==> config.mk <==
export PLATFORM = sky130hd
export DESIGN_NAME = matmul_sequencer
export DESIGN_NICKNAME = d
export VERILOG_FILES = /design/src/rtl/matmul_sequencer.sv
export SDC_FILE = /design/constraint.sdc
export NUM_CORES = 1
export LEC_CHECK = 0
export CAP_MARGIN = 20
export CORE_AREA = 2 2 92 94
export DETAILED_ROUTE_END_ITERATION = 8
export DIE_AREA = 0 0 94 96
export DONT_BUFFER_PORTS = 1
export GPL_ROUTABILITY_DRIVEN = 0
export PLACE_DENSITY = 0.55
export SLEW_MARGIN = 40
export SYNTH_ARGS = -nofsm -noshare
export SYNTH_HDL_FRONTEND = slang
export SYNTH_SLANG_ARGS = --single-unit
==> constraint.sdc <==
create_clock -name clk_i -period 5.7 [get_ports clk_i]
set_input_delay 0.855 -clock clk_i [delete_from_list [all_inputs] [get_ports clk_i]]
set_output_delay 0.855 -clock clk_i [all_outputs]
set_load 0.01 [all_outputs]
==> src/rtl/matmul_sequencer.sv <==
// Top-level sequencer for the UART matrix-multiply datapath.
// Parses size/A/B from the RX byte stream, fills the A/B memories, kicks the
// calculator and streams the result matrix back over uart_tx, MSB byte first.
module matmul_sequencer #(
  parameter int unsigned MaxN  = 3,
  parameter int unsigned DataW = 8,
  parameter int unsigned ResW  = 16,
  parameter int unsigned AddrW = 4
) (
  input  logic             clk_i,
  input  logic             rst_ni,
  input  logic [7:0]       rx_data_i,
  input  logic             rx_valid_i,
  input  logic             tx_busy_i,
  output logic             tx_start_o,
  output logic [7:0]       tx_data_o,
  output logic             a_we_o,
  output logic             b_we_o,
  output logic [AddrW-1:0] mem_addr_o,
  output logic [DataW-1:0] mem_wdata_o,
  output logic             calc_start_o,
  input  logic             calc_done_i,
  output logic [AddrW-1:0] res_addr_o,
  input  logic [ResW-1:0]  res_data_i,
  output logic [3:0]       matrix_size_o,
  output logic [2:0]       state_o,
  output logic             busy_o,
  output logic             size_err_o
);

  typedef enum logic [2:0] {
    StIdle     = 3'd0,
    StClear    = 3'd1,
    StRxA      = 3'd2,
    StRxB      = 3'd3,
    StCompute  = 3'd4,
    StSend     = 3'd5,
    StSendWait = 3'd6
  } state_e;

  localparam logic [AddrW-1:0] ClrLast = AddrW'(MaxN * MaxN - 1);
  // Cycles to wait for tx_busy to rise before assuming the byte went out.
  localparam logic [1:0]       TmoLast = 2'd3;

  state_e           state_q;
  logic             tx_start_q, a_we_q, b_we_q, calc_start_q, busy_q, size_err_q;
  logic [7:0]       tx_data_q;
  logic [AddrW-1:0] mem_addr_q, res_addr_q;
  logic [DataW-1:0] mem_wdata_q;
  logic [3:0]       matrix_size_q, row_q, col_q;
  logic             hi_q, rd_wait_q, seen_q;
  logic [1:0]       tmo_q;

  logic [3:0]       n_m1, nxt_row, nxt_col;
  logic             last_col, last_elem, size_ok, byte_done;
  logic [AddrW-1:0] cur_idx, nxt_idx;

  // Element position bookkeeping shared by the RX and SEND phases.
  always_comb begin
    n_m1      = matrix_size_q - 4'd1;
    last_col  = (col_q == n_m1);
    last_elem = last_col && (row_q == n_m1);
    nxt_col   = last_col ? 4'd0 : col_q + 4'd1;
    nxt_row   = last_col ? row_q + 4'd1 : row_q;
    cur_idx   = AddrW'(32'(row_q) * MaxN + 32'(col_q));
    nxt_idx   = AddrW'(32'(nxt_row) * MaxN + 32'(nxt_col));
    size_ok   = (rx_data_i != 8'd0) && (32'(rx_data_i) <= MaxN);
    byte_done = !tx_busy_i && (seen_q || (tmo_q == TmoLast));
  end

  // Main sequencer FSM; every output is a register updated here.
  always_ff @(posedge clk_i or negedge rst_ni) begin
    if (!rst_ni) begin
      state_q       <= StIdle;
      tx_start_q    <= 1'b0;
      tx_data_q     <= '0;
      a_we_q        <= 1'b0;
      b_we_q        <= 1'b0;
      mem_addr_q    <= '0;
      mem_wdata_q   <= '0;
      calc_start_q  <= 1'b0;
      res_addr_q    <= '0;
      matrix_size_q <= '0;
      busy_q        <= 1'b0;
      size_err_q    <= 1'b0;
      row_q         <= '0;
      col_q         <= '0;
      hi_q          <= 1'b0;
      rd_wait_q     <= 1'b0;
      seen_q        <= 1'b0;
      tmo_q         <= '0;
    end else begin
      tx_start_q   <= 1'b0;
      calc_start_q <= 1'b0;
      a_we_q       <= 1'b0;
      b_we_q       <= 1'b0;
      unique case (state_q)
        StIdle: begin
          if (rx_valid_i) begin
            if (size_ok) begin
              matrix_size_q <= rx_data_i[3:0];
              size_err_q    <= 1'b0;
              busy_q        <= 1'b1;
              a_we_q        <= 1'b1;
              b_we_q        <= 1'b1;
              mem_addr_q    <= '0;
              mem_wdata_q   <= '0;
              state_q       <= StClear;
            end else begin
              size_err_q <= 1'b1;
            end
          end
        end
        StClear: begin
          if (mem_addr_q == ClrLast) begin
            row_q   <= '0;
            col_q   <= '0;
            state_q <= StRxA;
          end else begin
            a_we_q     <= 1'b1;
            b_we_q     <= 1'b1;
            mem_addr_q <= mem_addr_q + 1'b1;
          end
        end
        StRxA, StRxB: begin
          if (rx_valid_i) begin
            a_we_q      <= (state_q == StRxA);
            b_we_q      <= (state_q == StRxB);
            mem_addr_q  <= cur_idx;
            mem_wdata_q <= DataW'(rx_data_i);
            if (last_elem) begin
              row_q <= '0;
              col_q <= '0;
              if (state_q == StRxA) begin
                state_q <= StRxB;
              end else begin
                state_q      <= StCompute;
                calc_start_q <= 1'b1;
              end
            end else begin
              row_q <= nxt_row;
              col_q <= nxt_col;
            end
          end
        end
        StCompute: begin
          // A done flag coinciding with our own start pulse is stale.
          if (calc_done_i && !calc_start_q) begin
            state_q    <= StSend;
            hi_q       <= 1'b1;
            rd_wait_q  <= 1'b1;
            res_addr_q <= '0;
            row_q      <= '0;
            col_q      <= '0;
          end
        end
        StSend: begin
          if (rd_wait_q) begin
            rd_wait_q <= 1'b0;
          end else if (!tx_busy_i) begin
            tx_data_q  <= hi_q ? res_data_i[ResW-1 -: 8] : res_data_i[7:0];
            tx_start_q <= 1'b1;
            seen_q     <= 1'b0;
            tmo_q      <= '0;
            state_q    <= StSendWait;
          end
        end
        StSendWait: begin
          if (tx_busy_i) begin
            seen_q <= 1'b1;
          end else if (byte_done) begin
            if (hi_q) begin
              hi_q    <= 1'b0;
              state_q <= StSend;
            end else begin
              hi_q <= 1'b1;
              if (last_elem) begin
                row_q   <= '0;
                col_q   <= '0;
                busy_q  <= 1'b0;
                state_q <= StIdle;
              end else begin
                row_q      <= nxt_row;
                col_q      <= nxt_col;
                res_addr_q <= nxt_idx;
                rd_wait_q  <= 1'b1;
                state_q    <= StSend;
              end
            end
          end else begin
            tmo_q <= tmo_q + 2'd1;
          end
        end
        default: begin
          busy_q  <= 1'b0;
          state_q <= StIdle;
        end
      endcase
    end
  end

  assign tx_start_o    = tx_start_q;
  assign tx_data_o     = tx_data_q;
  assign a_we_o        = a_we_q;
  assign b_we_o        = b_we_q;
  assign mem_addr_o    = mem_addr_q;
  assign mem_wdata_o   = mem_wdata_q;
  assign calc_start_o  = calc_start_q;
  assign res_addr_o    = res_addr_q;
  assign matrix_size_o = matrix_size_q;
  assign state_o       = state_q;
  assign busy_o        = busy_q;
  assign size_err_o    = size_err_q;

endmodule

==> summary.md <==
| Metric | Value |
|---|---|
| FMAX | 241.2 MHz |
| Largest net degree at the start of global routing | 51 |
| Relative slew slack | 47.45% |
| DR vias | between 2,000 and 2,500 |
| Final hold violations | 0 |
| CP max FO | 10 |
| Worst reg2reg setup slack | around 1600 ps |
| CTS tree | done |
| WP data required | roughly 6000 ps |
| Number of inserted diodes | 0 |
| Worst hold slack | roughly 230 ps |
| Setup tns final | 0 ps |
| Nets | approximately 350 |
| Post-DP Area | 0.003172 mm^2 |
| Final setup violation count | 0 |
| Max-cap viol count | 0 |
| Clk buf depth | 2 |
| Yosys cell types | 61 |
| Flops & latches, synth | 50 |
| I/O pin cnt | 66 |
| Initial core utilization | approximately two fifths |
| Detailed Routing Iterations Pass 1 | 4 |
| Leak pwr | 1.459 nW |
| Final Max Tran Viols | 0 |
| Prevailing post-synth register cell | dfrtp_1 |
| Vias in the first global route | 2,230 |
| Global Route Usage Sum | between 10% and 20% |
| Complex-gate fraction of the synthesized area | between 10% and 20% |
| Global route overflow | 0 |
| Layout cells sized above 1 | 9.121% |
| Status | completed |
| Antenna Nets Post-Route | 0 |
| CTS resizes | 0 |
| First-pass GRT wire length | about 11,000 um |
| YS warnings | 0 |
| Fin worst setup slack | roughly 1600 ps |
| Die Y-Extent | 96 um |
| PortBufs | 0 |
| Largest family of logic cells by synthesized area | simple AND/OR/NAND/NOR gates |
| Clock slew at reported path FFs | 90 ps |
| Async set-or-reset flop fraction in the synthesized netlist | 100.0% |
| DR DRC count | 0 |
| Synth Area in XOR/XNOR | 7.026% |
| Dpl ws | around 1500 ps |
| Tcrit/Tclk final | slightly above 70% |
| Final min period | slightly above 4000 ps |
| Critical path class | flop to flop |
| Routed WL | between 6000 and 7000 um |
| Slew @ Worst Pin | slightly below 800 ps |
| Crit path DAT | roughly 4400 ps |
| Syn nets | 361 |
| Worst vdd ir | a little under 0.0002 V |
| CTS H-Tree Depth | 2 |
| Clk_lat worst skew | about 300 ps |
| Synthesized area per cell | 10.01 um^2 |
| Mapped Cells | approximately 310 |
| Mux cell area share after synthesis | under 10% |
| Die footprint | roughly 0.009 mm^2 |
| Initial antenna violation count | 0 |
| Worst setup SP type | flop |
| Via-to-Cell Ratio | approximately 5.3 |
| Syn Std Cell Area | between 0.003 and 0.004 mm^2 |
| Detailed placement HPWL | approximately 4900 um |
| CTS Hold Bufs | 0 |
| Worst min path class | input port to async pin |
| Wire length per cell | approximately 16 um |
| Synth Area in Adders | under 10% |
| Simple-Gate Fraction of Synth Area | 17.17% |
| Clk sinks | 50 |
| CP Capture Type | flop |
| Synth-to-Final Area Change | 4.790% |
| Die width | about 94 um |
| Sequential area share after synthesis | between 30% and 40% |
| Power density over cell area | about 420 mW/mm^2 |
| Post-synth top area cell | dfrtp_1 |
| Synth top area cells | dfrtp_1 (40%), ha_1 (5.2%), nand2_1 (5.0%) |
| Num rows | 33 |
| CTS buffer count | 5 |
| First DRT Iteration DRCs | 44 |
| Post-route cell area | approximately 0.0033 mm^2 |
| Core area | 0.008051 mm^2 |
| Clock Skew | about 8.7 ps |
| # Post-CTS Setup Buffers | 0 |
| RSZ-0062 raised after global routing | false |
| Top-area cell type share of the netlist area | 39.92% |
| CTS root buf | clkbuf_8 |
| Number of synthesized flops with an enable pin | 0 |
final cells by class:
cell class,count,area [um^2]
Clock inverter,2,37.54
Inverter,17,63.81
Multi-Input combinational cell,232,1728
Fill cell,820,4767
Tap cell,105,131.4
Clock buffer,6,72.57
Sequential cell,50,1251
synth_stat cells, types with 2 or more instances:
| cell | n |
|---|---|
| a31oi_1 | 7 |
| buf_6 | 5 |
| a211oi_1 | 2 |
| nor4_4 | 3 |
| clkbuf_1 | 5 |
| o21bai_1 | 2 |
| a22o_1 | 5 |
| inv_1 | 16 |
| a221oi_1 | 2 |
| and2_1 | 4 |
| ha_1 | 13 |
| mux2_2 | 3 |
| nor3_1 | 4 |
| dfrtp_1 | 50 |
| xnor2_1 | 8 |
| o2bb2ai_1 | 2 |
| or2_2 | 2 |
| mux2i_1 | 11 |
| nor2_1 | 16 |
| nand2_1 | 42 |
| o21ai_0 | 25 |
| o31ai_1 | 4 |
| fa_1 | 6 |
| buf_2 | 3 |
| nor2b_1 | 4 |
| xor2_1 | 12 |
| o21ai_1 | 3 |
| xnor3_1 | 2 |
| a311oi_1 | 2 |
| nand3_1 | 9 |
| a21oi_1 | 11 |
through the flow:
step | power, mW | util, % | std cells
after floorplan | 1.046 | - | 313
after global placement | 1.130 | 39.39 | 404
after detailed placement | 1.141 | 39.39 | 404
after CTS | 1.399 | 40.76 | 412
after global routing | 1.506 | 40.79 | 412
final | 1.383 | 40.79 | 412
cells by family (layout without fill, tap and decap cells):
| group | Yosys count | after routing |
|---|---|---|
| adders and majority gates | 19 | 19 |
| AOI/OAI and AO/OA | 77 | 77 |
| and+or+nand+nor | 99 | 99 |
| DFF | 50 | 50 |
| muxes | 15 | 15 |
| xor gates and xnor gates | 22 | 22 |
| buffers and inverters | 31 | 25 |
path summary, 6_finish.rpt:
kind	from	end	cells past startpoint
worst max register to register	matrix_size_o[0]	res_addr_o[3]	15
min in group clk_i	rd_wait_q	rd_wait_q	2
worst max-delay path	matrix_size_o[0]	res_addr_o[3]	15
worst min-delay path	rst_ni	tx_data_o[3]	0
worst min register to register	rd_wait_q	rd_wait_q	2
max in group asynchronous	rst_ni	row_q[2]	0
cell usage in the layout (no fill, tap or decap), types with 2 or more instances in the layout:
cell type   n
mux2i_1    11
o31ai_1     4
nor3_1      4
o21ai_0    25
a22o_1      5
a311oi_1    2
a21oi_1    11
xor2_1     12
inv_1      16
nor2_1     16
nor2b_1     4
ha_1       12
or2_2       2
nor4_4      3
clkbuf_8    5
o21ai_1     3
a211oi_1    2
a31oi_1     7
fa_1        6
a221oi_1    2
o21bai_1    2
dfrtp_1    50
nand2_1    42
xnor3_1     2
xnor2_1     8
o2bb2ai_1   2
nand3_1     9
and2_1      4
mux2_2      3
critical path, stage by stage (launching register included):
cell	delay [ps]
dfrtp_1	520
inv_1	80
ha_1	240
xnor3_1	380
nand3_1	170
nor2_2	420
mux2i_1	400
inv_1	110
fa_1	550
ha_1	140
inv_1	40
fa_1	370
xnor2_1	140
xnor2_1	130
xor2_1	170
a22o_1	180
registers in the layout, indices dropped and copies added, names as in the netlist:
name,flops
tmo_q,2
size_err_o,1
rd_wait_q,1
b_we_o,1
state_o,3
matrix_size_o,4
hi_q,1
tx_start_o,1
row_q,4
col_q,4
mem_wdata_o,8
busy_o,1
res_addr_o,4
seen_q,1
a_we_o,1
mem_addr_o,4
calc_start_o,1
tx_data_o,8
where the power goes:
part | internal, mW | leakage [nW] | switching (mW) | total (mW)
Combinational | 0.222 | 0.741 | 0.292 | 0.513
Clock | 0.131 | 0.0514 | 0.122 | 0.253
Sequential | 0.452 | 0.666 | 0.165 | 0.617
metal layers:
metal,vias to the layer above,routed length (um),track usage [%]
met2,58,3082,25.00
li1,1085,-,-
met4,0,84,4.227
met1,1049,3078,19.75
met5,-,0,0
met3,8,454,5.012
Note: power is estimated with default switching activity, not from simulation.
